## config.mk

```make
export PLATFORM = sky130hd
export DESIGN_NAME = mcse_ahb_bus_bridge
export DESIGN_NICKNAME = d
export VERILOG_FILES = /design/src/rtl/mcse_ahb_bus_bridge.sv
export SDC_FILE = /design/constraint.sdc
export NUM_CORES = 1
export LEC_CHECK = 0
export CAP_MARGIN = 20
export CORE_MARGIN = 3
export CORE_UTILIZATION = 52
export CTS_BUF_LIST = sky130_fd_sc_hd__clkbuf_4 sky130_fd_sc_hd__clkbuf_8
export CTS_CLUSTER_DIAMETER = 50
export CTS_CLUSTER_SIZE = 14
export DETAILED_ROUTE_END_ITERATION = 10
export GPL_ROUTABILITY_DRIVEN = 0
export PLACE_DENSITY = 0.82
export RECOVER_POWER = 50
export REMOVE_ABC_BUFFERS = 1
export SLEW_MARGIN = 10
export SYNTH_ARGS = -nofsm -noshare
export SYNTH_HDL_FRONTEND = slang
export SYNTH_SLANG_ARGS = --single-unit
```

## constraint.sdc

```tcl
create_clock -name clk -period 3.17 [get_ports clk]
set_clock_uncertainty 0.15 [all_clocks]
set_input_delay 0.634 -clock clk [delete_from_list [all_inputs] [get_ports clk]]
set_output_delay 0.634 -clock clk [all_outputs]
set_load 0.05 [all_outputs]
```

## src/rtl/mcse_ahb_bus_bridge.sv

```systemverilog
// Boot-control to AHB-Lite bridge: splits one wide payload request into single
// 32-bit NONSEQ transfers and returns one completion pulse with data and error status.
module mcse_ahb_bus_bridge #(
  parameter int unsigned pAHB_ADDR_WIDTH    = 32,
  parameter int unsigned pPAYLOAD_SIZE_BITS = 128,
  parameter int unsigned pTIMEOUT           = 255
) (
  input  logic                          clk,
  input  logic                          rst,
  input  logic                          bootControl_bus_go,
  input  logic [pAHB_ADDR_WIDTH-1:0]    bootControl_bus_addr,
  input  logic [pPAYLOAD_SIZE_BITS-1:0] bootControl_bus_write,
  input  logic                          bootControl_bus_RW,
  output logic                          bootControl_bus_done,
  output logic [pPAYLOAD_SIZE_BITS-1:0] bootControl_bus_rdData,
  output logic                          bootControl_bus_err,
  output logic [pAHB_ADDR_WIDTH-1:0]    HADDR,
  output logic [1:0]                    HTRANS,
  output logic                          HWRITE,
  output logic [2:0]                    HSIZE,
  output logic [2:0]                    HBURST,
  output logic [31:0]                   HWDATA,
  input  logic [31:0]                   HRDATA,
  input  logic                          HREADY,
  input  logic                          HRESP
);

  localparam int unsigned BEATS   = pPAYLOAD_SIZE_BITS / 32;
  localparam int unsigned BEAT_W  = (BEATS > 1) ? $clog2(BEATS) : 1;
  localparam int unsigned ALIGN_W = $clog2(pPAYLOAD_SIZE_BITS / 8);

  localparam logic [pAHB_ADDR_WIDTH-1:0] ALIGN_MASK =
    {{(pAHB_ADDR_WIDTH - ALIGN_W){1'b1}}, {ALIGN_W{1'b0}}};
  localparam logic [pAHB_ADDR_WIDTH-1:0] BEAT_STRIDE = 4;
  localparam logic [BEAT_W-1:0]          LAST_BEAT   = BEAT_W'(BEATS - 1);
  localparam logic [7:0]                 TMO_LAST    = 8'(pTIMEOUT - 1);

  localparam logic [1:0] TransIdle   = 2'b00;
  localparam logic [1:0] TransNonseq = 2'b10;

  typedef enum logic [1:0] {StIdle, StAddr, StData, StDone} state_e;

  state_e                         r_state;
  logic [BEAT_W-1:0]              r_beat;
  logic [7:0]                     r_tmo;
  logic [BEATS-1:0][31:0]         r_payload;
  logic [BEATS-1:0][31:0]         r_buf;
  logic [pPAYLOAD_SIZE_BITS-1:0]  r_rd_data;
  logic                           r_rw;
  logic                           r_done;
  logic                           r_err;
  logic [pAHB_ADDR_WIDTH-1:0]     r_haddr;
  logic [1:0]                     r_htrans;
  logic                           r_hwrite;
  logic [31:0]                    r_hwdata;

  logic [BEATS-1:0][31:0]         w_merged;
  logic                           w_tmo_hit;
  logic                           w_last;

  // Read buffer with the current beat's word replaced by the bus data.
  always_comb begin
    w_merged         = r_buf;
    w_merged[r_beat] = HRDATA;
  end

  // The cycle that would be the pTIMEOUT-th consecutive wait ends the transaction.
  assign w_tmo_hit = !HREADY && (r_tmo == TMO_LAST);
  assign w_last    = (r_beat == LAST_BEAT);

  // Transaction FSM; all bus and completion outputs are registered here.
  always_ff @(posedge clk) begin
    if (rst) begin
      r_state   <= StIdle;
      r_beat    <= '0;
      r_tmo     <= '0;
      r_payload <= '0;
      r_buf     <= '0;
      r_rd_data <= '0;
      r_rw      <= 1'b0;
      r_done    <= 1'b0;
      r_err     <= 1'b0;
      r_haddr   <= '0;
      r_htrans  <= TransIdle;
      r_hwrite  <= 1'b0;
      r_hwdata  <= '0;
    end else begin
      r_done <= 1'b0;
      unique case (r_state)
        StIdle: begin
          if (bootControl_bus_go) begin
            r_haddr   <= bootControl_bus_addr & ALIGN_MASK;
            r_payload <= bootControl_bus_write;
            r_rw      <= bootControl_bus_RW;
            r_hwrite  <= bootControl_bus_RW;
            r_htrans  <= TransNonseq;
            r_beat    <= '0;
            r_tmo     <= '0;
            r_err     <= 1'b0;
            r_state   <= StAddr;
          end
        end
        StAddr: begin
          if (HREADY) begin
            r_tmo    <= '0;
            r_htrans <= TransIdle;
            r_hwdata <= r_rw ? r_payload[r_beat] : 32'h0;
            r_state  <= StData;
          end else if (w_tmo_hit) begin
            r_err    <= 1'b1;
            r_done   <= 1'b1;
            r_htrans <= TransIdle;
            r_state  <= StDone;
          end else begin
            r_tmo <= r_tmo + 8'd1;
          end
        end
        StData: begin
          if (HREADY) begin
            r_tmo <= '0;
            if (HRESP) begin
              r_err   <= 1'b1;
              r_done  <= 1'b1;
              r_state <= StDone;
            end else begin
              if (!r_rw) r_buf <= w_merged;
              if (w_last) begin
                // Publish read data with the done pulse; writes leave it alone.
                if (!r_rw) r_rd_data <= w_merged;
                r_done  <= 1'b1;
                r_state <= StDone;
              end else begin
                r_beat   <= r_beat + 1'b1;
                r_haddr  <= r_haddr + BEAT_STRIDE;
                r_htrans <= TransNonseq;
                r_state  <= StAddr;
              end
            end
          end else if (w_tmo_hit) begin
            r_err   <= 1'b1;
            r_done  <= 1'b1;
            r_state <= StDone;
          end else begin
            r_tmo <= r_tmo + 8'd1;
          end
        end
        StDone: begin
          r_tmo   <= '0;
          r_state <= StIdle;
        end
        default: r_state <= StIdle;
      endcase
    end
  end

  assign bootControl_bus_done   = r_done;
  assign bootControl_bus_err    = r_err;
  assign bootControl_bus_rdData = r_rd_data;
  assign HADDR                  = r_haddr;
  assign HTRANS                 = r_htrans;
  assign HWRITE                 = r_hwrite;
  assign HWDATA                 = r_hwdata;
  assign HSIZE                  = 3'b010;
  assign HBURST                 = 3'b000;

endmodule
```

Word level (Yosys, flattened, before mapping) --
Cells that the tools add are included.
Word-level totals: bits in registers 465, latch bits 0, memory bits (writable) 0, bits in read-only memories 0, bits of input ports 198, output and inout bits 203, word-level logic and storage cells 99, memories kept 0
Cells by class: add/subtract/negate cells 3, multiply operators 0, divide/modulo/power cells 0, magnitude comparators 2, equality and inequality tests 13, shift operators 0, muxes and demuxes 46, bitwise logic cells 2, reductions and logical operators 15
Operators by type and width (number):
- 32-bit 2-to-1 mux | 7
- 128-bit bitwise mux | 1
- 32-bit binary-select mux with 2-bit select | 1
- 32-bit demux with 2-bit select | 1
- 32-bit case mux with 2 select lines | 1
- 32-bit by 3-bit adder with 32-bit output (second input constant) | 1
- 2-bit 2-to-1 mux | 16
- 8-bit 2-to-1 mux | 3
- 8-bit case mux with 3 select lines | 1
- 1-bit 2-to-1 mux | 10
- 2-bit inequality test (second input constant) | 5
- 5-bit AND reduction | 2
- 3-bit inequality test (second input constant) | 3
- 8-bit by 1-bit adder with 8-bit output (second input constant) | 1
- 8-bit == test (second input constant) | 1
- 2-bit case mux with 4 select lines | 1
- 4-bit AND reduction | 2
- 2-bit == test (second input constant) | 3
- 2-bit case mux with 3 select lines | 1
- 2-bit AND reduction | 3
- 6-bit AND reduction | 1
- 2-bit case mux with 2 select lines | 1
- 2-bit by 3-bit < comparator with 1-bit output (second input constant) | 1
- 1-bit case mux with 3 select lines | 1
- 11 further kinds | 13

Depth between registers and ports, before layout --
Gate-level depths: netlist of run 1.
depth after elaboration 5, depth in mapped cells 11, mapped depth without buffers 7

Least setup slack after synthesis of run 1 --
OpenSTA, ideal clock, no wires.
kind reg2reg, start register r_haddr[2] (netlist: HADDR[2]), end register r_haddr[26] (netlist: HADDR[26]), library setup time 79 ps, arrival 2170 ps, data required time 2941 ps, slack 771 ps, stages on the path, launching flop included 7, buffers on the path 0, period minus slack after synthesis 2399 ps, cells stage by stage dfxtp_1 -> ha_1 -> nand4_1 -> nor4_2 -> nand2_1 -> or4_1 -> o211ai_1
Between the ends: cells in the longest elaborated chain, start to end 5
Ends and longest elaborated chain:
- from (decl) | line 52 | logic [pAHB_ADDR_WIDTH-1:0] r_haddr;
- from (signal assigned) | line 92 | r_haddr <= bootControl_bus_addr & ALIGN_MASK;
- from (signal assigned) | line 134 | r_haddr <= r_haddr + BEAT_STRIDE;
- 32-bit by 3-bit adder with 32-bit output | line 134
- 32-bit 2-to-1 mux | line 127 | if (w_last) begin
- 32-bit 2-to-1 mux | line 121 | if (HRESP) begin
- 32-bit 2-to-1 mux | line 119 | if (HREADY) begin
- 32-bit case mux with 2 select lines | line 89 | unique case (r_state)
No other way between the ends. The select of a mux whose other input is x is not followed. A chain may end at the register's enable or synchronous reset.

Worst setup path after layout of run 1 --
start register r_haddr[16] (netlist: HADDR[16]), end output port HADDR[16]
RTL lines:
- to (decl) | line 17 | output logic [pAHB_ADDR_WIDTH-1:0] HADDR,
No word-level cell between the ends.

==> impl_summary.txt, run 1 <==
----------------------------------------------------
[Drt]
  Detailed-route via count ... 16.1k
  DRC errors left ... 0
  Antenna violation net count after detailed routing ... 0
  Total Routed Length ... 49600 µm
  DRC violation total after the first TritonRoute iteration ... 1191
  Via/cell ratio ... 5.63
  Average wire per standard cell ... 17.4 µm
  Detailed-router iteration count before antenna repair ... 5

[Layout]
  Post-synthesis to final-layout area growth ... 27.9%
  Post-route insts no fill ... 2857
  Final core utilization ... 0.677
  Ant. Diodes ... 0
  Fraction of layout instances using a drive strength above 1 ... 0.0751
  NumNets Final ... 2597

[Floorplan]
  Core outline area ... 0.0337 mm²
  Top-level port count ... 401
  Initial Util ... 0.529
  Count of standard-cell rows ... 67
  Floorplan die width ... 191 µm
  Floorplan die height ... 191 µm
  Die Outline Area ... 0.0366 mm²

[Global routing]
  Total global routing track utilization ... 0.262
  Largest net degree at the start of global routing ... 156
  Initial antenna violation count ... 1
  Wire length of the first global-routing pass ... 78900 µm
  GRT Residual Overflow ... 0
  Vias in the first global route ... 15.6k

[Timing]
  Number of hold violations in the final report ... 0
  Worst slew slack as a fraction of its limit ... 0.0890
  Setup repair after global routing missed its margin ... no
  Final setup vio count ... 0
  Worst Max-Slew Pin Slew ... 1.37 ns
  Final critical delay including setup and external delays ... 2.76 ns
  Setup TNS Final ... 0 ns
  Maximum operating frequency ... 363 MHz
  Fraction of the cycle the final worst path needs ... 0.870
  Number of pins with negative max-slew slack in the final report ... 0

[Synthesis]
  Total number of yosys warnings ... 0
  Top flip-flop cell by instance count after synthesis ... sky130_fd_sc_hd__dfxtp_1
  Fraction of the yosys area taken by sequential cells ... 0.483
  Average footprint of a synthesized cell ... 8.56 µm²
  Fraction of registers with async set or reset after synthesis ... 0
  Synth unique cells ... 59
  Synthesized area ... 0.0178 mm²
  Gate Count Post-Synth ... 2083
  FF+latch count, synth ... 430
  EDFF count, synth ... 0

[Place]
  DP Cell Count ... 2790
  Count of buffers from port buffering ... 387
  Half-perimeter wire length of the detailed placement result ... 33900 µm

[Setup path]
  Critical Path Start ... HADDR[16]
  Cell type group with the largest total delay on the critical path ... buffers and inverters
  Critical path data required time ... 2.39 ns
  Total number of cells along the worst setup path ... 1
  Setup crit end kind ... primary output
  Worst path arrival time ... 1.97 ns
  Critical path cell sequence ... clkdlybuf4s50_1
  Reg-to-Reg End ... bootControl_bus_rdData[2]
  CP max FO ... 9
  Class of the most critical setup path ... reg -> out
  Worst R2R Start ... r_state[0]
  Delay of the slowest critical-path stage ... 0.89 ns
  Critical path buffers and inverters ... 1
  End point of the critical path ... HADDR[16]
  Worst r2r path cells ... 9
  Kind of launch point of the worst setup path ... register
  FF-to-FF setup slack ... 0.44 ns
  Slowest cell on the critical path ... sky130_fd_sc_hd__clkdlybuf4s50_1

[CTS]
  Hold buffers post-CTS ... 0
  Root buffer cell ... sky130_fd_sc_hd__clkbuf_8
  TritonCTS Buffers ... 43
  Latest clock arrival within the worst-skew pair ... 0.54 ns
  Count of clock tree sinks ... 430
  Clock-pin slew of the registers on the worst-case setup and hold paths ... 0.08 ns
  Post-CTS resize count ... 0
  Number of post-CTS setup repair buffers ... 0
  Max Root-Sink Buffers ... 3
  H-tree levels ... 2
  TritonCTS clock tree ... done

[Power and ir drop]
  Leakage power figure ... 0.00776 µW
  Power per standard cell area ... 479 mW/mm²
  Maximum resistive drop on vdd ... 0.000395 V

[Outcome]
  Status ... finished, final reports clean

[Hold path]
  Path category of the worst min-delay check ... reg -> reg

[Flow run]
  Max Cap Violations ... 0

----------------------------------------------------
[power breakdown]
| part | switching [µW] | total (µW) | internal [µW] |
|---|---|---|---|
| combinational | 955 | 1600 | 648 |
| clock | 1930 | 3530 | 1590 |
| sequential | 176 | 5790 | 5610 |
[how the worst min path moves through the flow]
stage | startpoint | to | slack, ns | depth (start not counted)
final | r_buf[9] | r_buf[9] | 0.30 | 2
after global routing | r_payload[127] | r_payload[127] | 0.32 | 2
after CTS | rst | HWDATA[13] | 0.29 | 2
after detailed placement | r_payload[67] | r_payload[67] | 0.29 | 2
after global placement | r_payload[124] | r_payload[124] | 0.29 | 2
after floorplan | r_payload[64] | r_payload[64] | 0.28 | 2
[logic make-up after synthesis]
logic type      count (synthesis)  synth area share
flops                         430             0.483
other cells                     2          0.000421
fa+ha+maj                      12           0.00842
buf+inv                       196            0.0483
mux                           140             0.101
simple gates                  811             0.186
xor+xnor                        6           0.00295
compound gates                486             0.170
[Yosys cell counts (14+ instances only)]
cell type,count,area [µm²]
sky130_fd_sc_hd__buf_2,33,165
sky130_fd_sc_hd__dfxtp_1,430,8610
sky130_fd_sc_hd__o21ai_0,15,75.1
sky130_fd_sc_hd__a22oi_1,33,248
sky130_fd_sc_hd__a211oi_1,67,503
sky130_fd_sc_hd__and3_1,18,113
sky130_fd_sc_hd__buf_4,20,150
sky130_fd_sc_hd__nand3_1,20,100
sky130_fd_sc_hd__a211oi_2,32,400
sky130_fd_sc_hd__mux2i_1,107,1070
sky130_fd_sc_hd__a21oi_1,293,1470
sky130_fd_sc_hd__nor2_1,163,612
sky130_fd_sc_hd__mux4_2,32,721
sky130_fd_sc_hd__clkbuf_1,124,465
sky130_fd_sc_hd__nand2_1,545,2050
sky130_fd_sc_hd__nand4_1,14,87.6
[metal layers]
metal	wire, µm	vias to the layer above	share of wire	GRT usage
met3	4920	130	0.099	0.0756
li1	-	7733	-	-
met1	19700	7529	0.40	0.321
met2	23100	684	0.47	0.439
met4	1840	2	0.037	0.101
met5	13	-	0.00026	0
[stage by stage]
step,setup slack (ns),power [µW],instance area [µm²],hold WS [ns]
after global routing,0.199,11400,22800,0.325
final,0.412,10900,22800,0.305
after floorplan,-3.79,6750,17000,0.277
after CTS,0.386,11000,22900,0.294
after detailed placement,0.212,7510,22100,0.295
after global placement,0.259,7470,22100,0.289
[cell usage in the layout (no fill, tap or decap), types with 4 or more instances in the layout]
cell and count:
sky130_fd_sc_hd__a211oi_1 72, sky130_fd_sc_hd__a211oi_2 27, sky130_fd_sc_hd__a21oi_1 293, sky130_fd_sc_hd__a22oi_1 33
sky130_fd_sc_hd__a31oi_1 6, sky130_fd_sc_hd__and3_1 18, sky130_fd_sc_hd__buf_12 12, sky130_fd_sc_hd__buf_4 23
sky130_fd_sc_hd__clkbuf_1 5, sky130_fd_sc_hd__clkbuf_2 7, sky130_fd_sc_hd__clkbuf_8 47, sky130_fd_sc_hd__clkdlybuf4s50_1 386
sky130_fd_sc_hd__clkinv_2 5, sky130_fd_sc_hd__clkinv_4 5, sky130_fd_sc_hd__conb_1 9, sky130_fd_sc_hd__dfxtp_1 429
sky130_fd_sc_hd__ha_1 10, sky130_fd_sc_hd__inv_1 13, sky130_fd_sc_hd__mux2i_1 107, sky130_fd_sc_hd__mux4_2 32
sky130_fd_sc_hd__nand2_1 544, sky130_fd_sc_hd__nand2b_1 5, sky130_fd_sc_hd__nand3_1 20, sky130_fd_sc_hd__nand4_1 14
sky130_fd_sc_hd__nor2_1 163, sky130_fd_sc_hd__nor2b_1 4, sky130_fd_sc_hd__nor3_1 12, sky130_fd_sc_hd__nor4_1 8
sky130_fd_sc_hd__o21ai_0 14, sky130_fd_sc_hd__o22ai_1 13, sky130_fd_sc_hd__o32ai_1 6, sky130_fd_sc_hd__xor2_1 4
[area by class of cell]
cell class / instances / area [µm²]
Fill cell: 2700 / 10900
Sequential cell: 430 / 8610
Multi-Input combinational cell: 1464 / 8390
Timing Repair Buffer: 435 / 4350
Clock buffer: 49 / 662
Tap cell: 448 / 561
Clock inverter: 18 / 188
Inverter: 13 / 48.8
[registers in the layout (all words and copies together) (netlist names)]
name                    cells
bootControl_bus_rdData    128
HWDATA                     32
r_beat                      2
HADDR                      30
r_buf                      96
bootControl_bus_err         1
r_state                     2
bootControl_bus_done        1
HTRANS                      1
r_payload                 128
HWRITE                      1
r_tmo                       8
(Power assumes the default switching activity.)
==> inputs of run 2 (changes only) <==
--- a/config.mk
+++ b/config.mk
@@ -6,16 +6,18 @@
 export NUM_CORES = 1
 export LEC_CHECK = 0
 export CAP_MARGIN = 20
-export CORE_MARGIN = 3
-export CORE_UTILIZATION = 52
+export CORE_MARGIN = 2
+export CORE_UTILIZATION = 65
 export CTS_BUF_LIST = sky130_fd_sc_hd__clkbuf_4 sky130_fd_sc_hd__clkbuf_8
 export CTS_CLUSTER_DIAMETER = 50
 export CTS_CLUSTER_SIZE = 14
 export DETAILED_ROUTE_END_ITERATION = 10
+export DONT_BUFFER_PORTS = 1
 export GPL_ROUTABILITY_DRIVEN = 0
-export PLACE_DENSITY = 0.82
+export PLACE_DENSITY = 0.81
 export RECOVER_POWER = 50
 export REMOVE_ABC_BUFFERS = 1
+export SETUP_SLACK_MARGIN = 0.5
 export SLEW_MARGIN = 10
 export SYNTH_ARGS = -nofsm -noshare
 export SYNTH_HDL_FRONTEND = slang
==> run 2 against run 1 <==
  * Core utilization increased by 1.9 points
  * Worst hold slack worse by 0.28 ns
  * Register-to-register slack worse by 0.04 ns
  * Combinational power decreased by 31%
  * Non-clock buffer count fell by 377
  * Critical endpoint is now HADDR[26]
  * Final cell count fell by 17%
  * Die area shrank 21%
  * Final area fell by 18%
==> impl_summary.txt, run 2 (synthesized netlist as in run 1, its figures left out) <==
----------------------------------------------------
[Timing]
  Fraction of the cycle the final worst path needs ... 0.875 (+0.00469)
  Final setup vio count ... 0 (unchanged)
  Final critical delay including setup and external delays ... 2.77 ns (+0.0149 ns)
  Setup TNS Final ... 0 ns (unchanged)
  Worst slew slack as a fraction of its limit ... 0.0820 (-0.00703)
  Setup repair after global routing missed its margin ... no
  Number of hold violations in the final report ... 0 (unchanged)
  Number of pins with negative max-slew slack in the final report ... 0 (unchanged)
  Worst Max-Slew Pin Slew ... 1.38 ns (+0.0105 ns)
  Maximum operating frequency ... 361 MHz (-0.54%)

[Layout]
  Final Instance Area ... 0.0188 mm² (-18%)
  Post-synthesis to final-layout area growth ... 5.20%
  Ant. Diodes ... 0 (unchanged)
  Most common cell after layout, fill and taps aside ... sky130_fd_sc_hd__nand2_1
  NumNets Final ... 2218 (-15%)
  Number of filler instances in the final layout ... 2172 (-20%)
  Post-route insts no fill ... 2368 (-17%)
  Fraction of layout instances using a drive strength above 1 ... 0.0863 (+0.0112)
  Commonest cells after routing, fill and taps aside ... sky130_fd_sc_hd__nand2_1, sky130_fd_sc_hd__dfxtp_1, sky130_fd_sc_hd__a21oi_1

[Floorplan]
  Floorplan die height ... 170 µm (-11%)
  Count of standard-cell rows ... 60 (-10%)
  Initial Util ... 0.662 (+0.133)
  Top-level port count ... 401 (unchanged)
  Core outline area ... 0.0270 mm² (-20%)
  Die Outline Area ... 0.0288 mm² (-21%)
  Floorplan die width ... 170 µm (-11%)

[Power and ir drop]
  Maximum resistive drop on vdd ... 0.000478 V (+21%)
  Power per standard cell area ... 555 mW/mm² (+16%)
  Leakage power figure ... 0.00632 µW (-19%)

[Setup path]
  FF-to-FF setup slack ... 0.40 ns (-0.04 ns)
  CP max FO ... 5 (-4)
  Cell type group with the largest total delay on the critical path ... simple AND/OR/NAND/NOR gates
  Slowest cell on the critical path ... sky130_fd_sc_hd__clkbuf_1
  Setup crit end kind ... register
  Class of the most critical setup path ... reg -> reg
  Worst path arrival time ... 3.09 ns (+1.12 ns)
  Critical path cell sequence ... clkbuf_1 > nand4_1 > nor4_4 > nand2_1 > or4_1 > o211ai_1
  Critical path data required time ... 3.49 ns (+1.10 ns)
  Kind of launch point of the worst setup path ... register
  Critical path buffers and inverters ... 1 (unchanged)
  Delay of the slowest critical-path stage ... 0.61 ns (-0.28 ns)

[Drt]
  DRC errors left ... 0 (unchanged)
  Average wire per standard cell ... 19.2 µm (+11%)
  Antenna violation net count after detailed routing ... 0 (unchanged)
  DRC violation total after the first TritonRoute iteration ... 1195 (+0.34%)
  Via/cell ratio ... 6.15 (+9.3%)
  Total Routed Length ... 45400 µm (-8.4%)
  Detailed-router iteration count before antenna repair ... 5 (unchanged)
  Detailed-route via count ... 14.6k (-9.4%)

[CTS]
  Root buffer cell ... sky130_fd_sc_hd__clkbuf_8
  Latest clock arrival within the worst-skew pair ... 0.57 ns (+0.03 ns)
  TritonCTS clock tree ... done
  Clock-pin slew of the registers on the worst-case setup and hold paths ... 0.08 ns (about the same)
  TritonCTS Buffers ... 41 (-4.7%)
  H-tree levels ... 2 (unchanged)
  Max Root-Sink Buffers ... 3 (unchanged)
  Count of clock tree sinks ... 430 (unchanged)

[Global routing]
  Initial antenna violation count ... 0 (-1)
  Vias in the first global route ... 13.6k (-13%)
  Wire length of the first global-routing pass ... 70100 µm (-11%)
  GRT Residual Overflow ... 0 (unchanged)
  Total global routing track utilization ... 0.300 (+0.0372)
  Largest net degree at the start of global routing ... 345 (+120%)

[Place]
  Count of buffers from port buffering ... 0 (-100%)
  Half-perimeter wire length of the detailed placement result ... 28600 µm (-16%)
  DP Cell Count ... 2298 (-18%)
  DP Area ... 0.0179 mm² (-19%)

[Hold path]
  Path category of the worst min-delay check ... in -> reg

[Flow run]
  Max Cap Violations ... 0 (unchanged)

[Outcome]
  Status ... finished, final reports clean

----------------------------------------------------
[run 2: path summary, 6_finish.rpt]
path | start | to | cells past startpoint
setup / recovery | HADDR[16] | HADDR[26] | 6
hold / removal | rst | HWDATA[3] | 1
setup reg to reg | HADDR[16] | HADDR[26] | 6
hold reg to reg | r_payload[26] | r_payload[26] | 2
[run 2: timing repair]
item | 4_1_cts | 5_1_grt
hold buffers | 2 | 0
hold endpoints to repair | 45 | 0
gates resized for setup | 0 | 4
endpoints found under the setup margin | 0 | 89
setup buffers | 0 | 5
[run 2: final cells by class]
type | instances | area, µm² | area share
inverter | 13 | 48.8 | 0.00260
sequential | 430 | 8610 | 0.459
tap | 341 | 427 | 0.0227
timing repair buffer | 58 | 447 | 0.0238
clock inverter | 12 | 169 | 0.00900
multi-input combinational | 1464 | 8410 | 0.448
clock buffer | 50 | 651 | 0.0347
[run 2: metal layers]
layer,part of all wire,vias to the layer above,global-route usage
met4,0.034,0,0.117
li1,-,6972,-
met5,0,-,0
met3,0.11,102,0.106
met2,0.48,620,0.505
met1,0.38,6871,0.350
[run 2: where the power goes]
group | switching, µW | total (µW) | internal, µW | leakage, µW
Clock | 1870 | 3490 | 1620 | 0.000421
Combinational | 749 | 1110 | 358 | 0.00241
Sequential | 199 | 5810 | 5610 | 0.00349
Total | 2820 | 10400 | 7590 | 0.00632
[run 2: through the flow]
stage               utilization  hold WS (ns)  power [µW]  setup slack [ns]
floorplan                     -         0.277        6750             -3.79
finish                    0.696        0.0288       10400             0.397
global placement          0.665         0.284        7000             0.685
detailed placement        0.665         0.290        7040             0.581
CTS                       0.697       0.00228       10500             0.515
global route              0.696       0.00685       10800             0.248
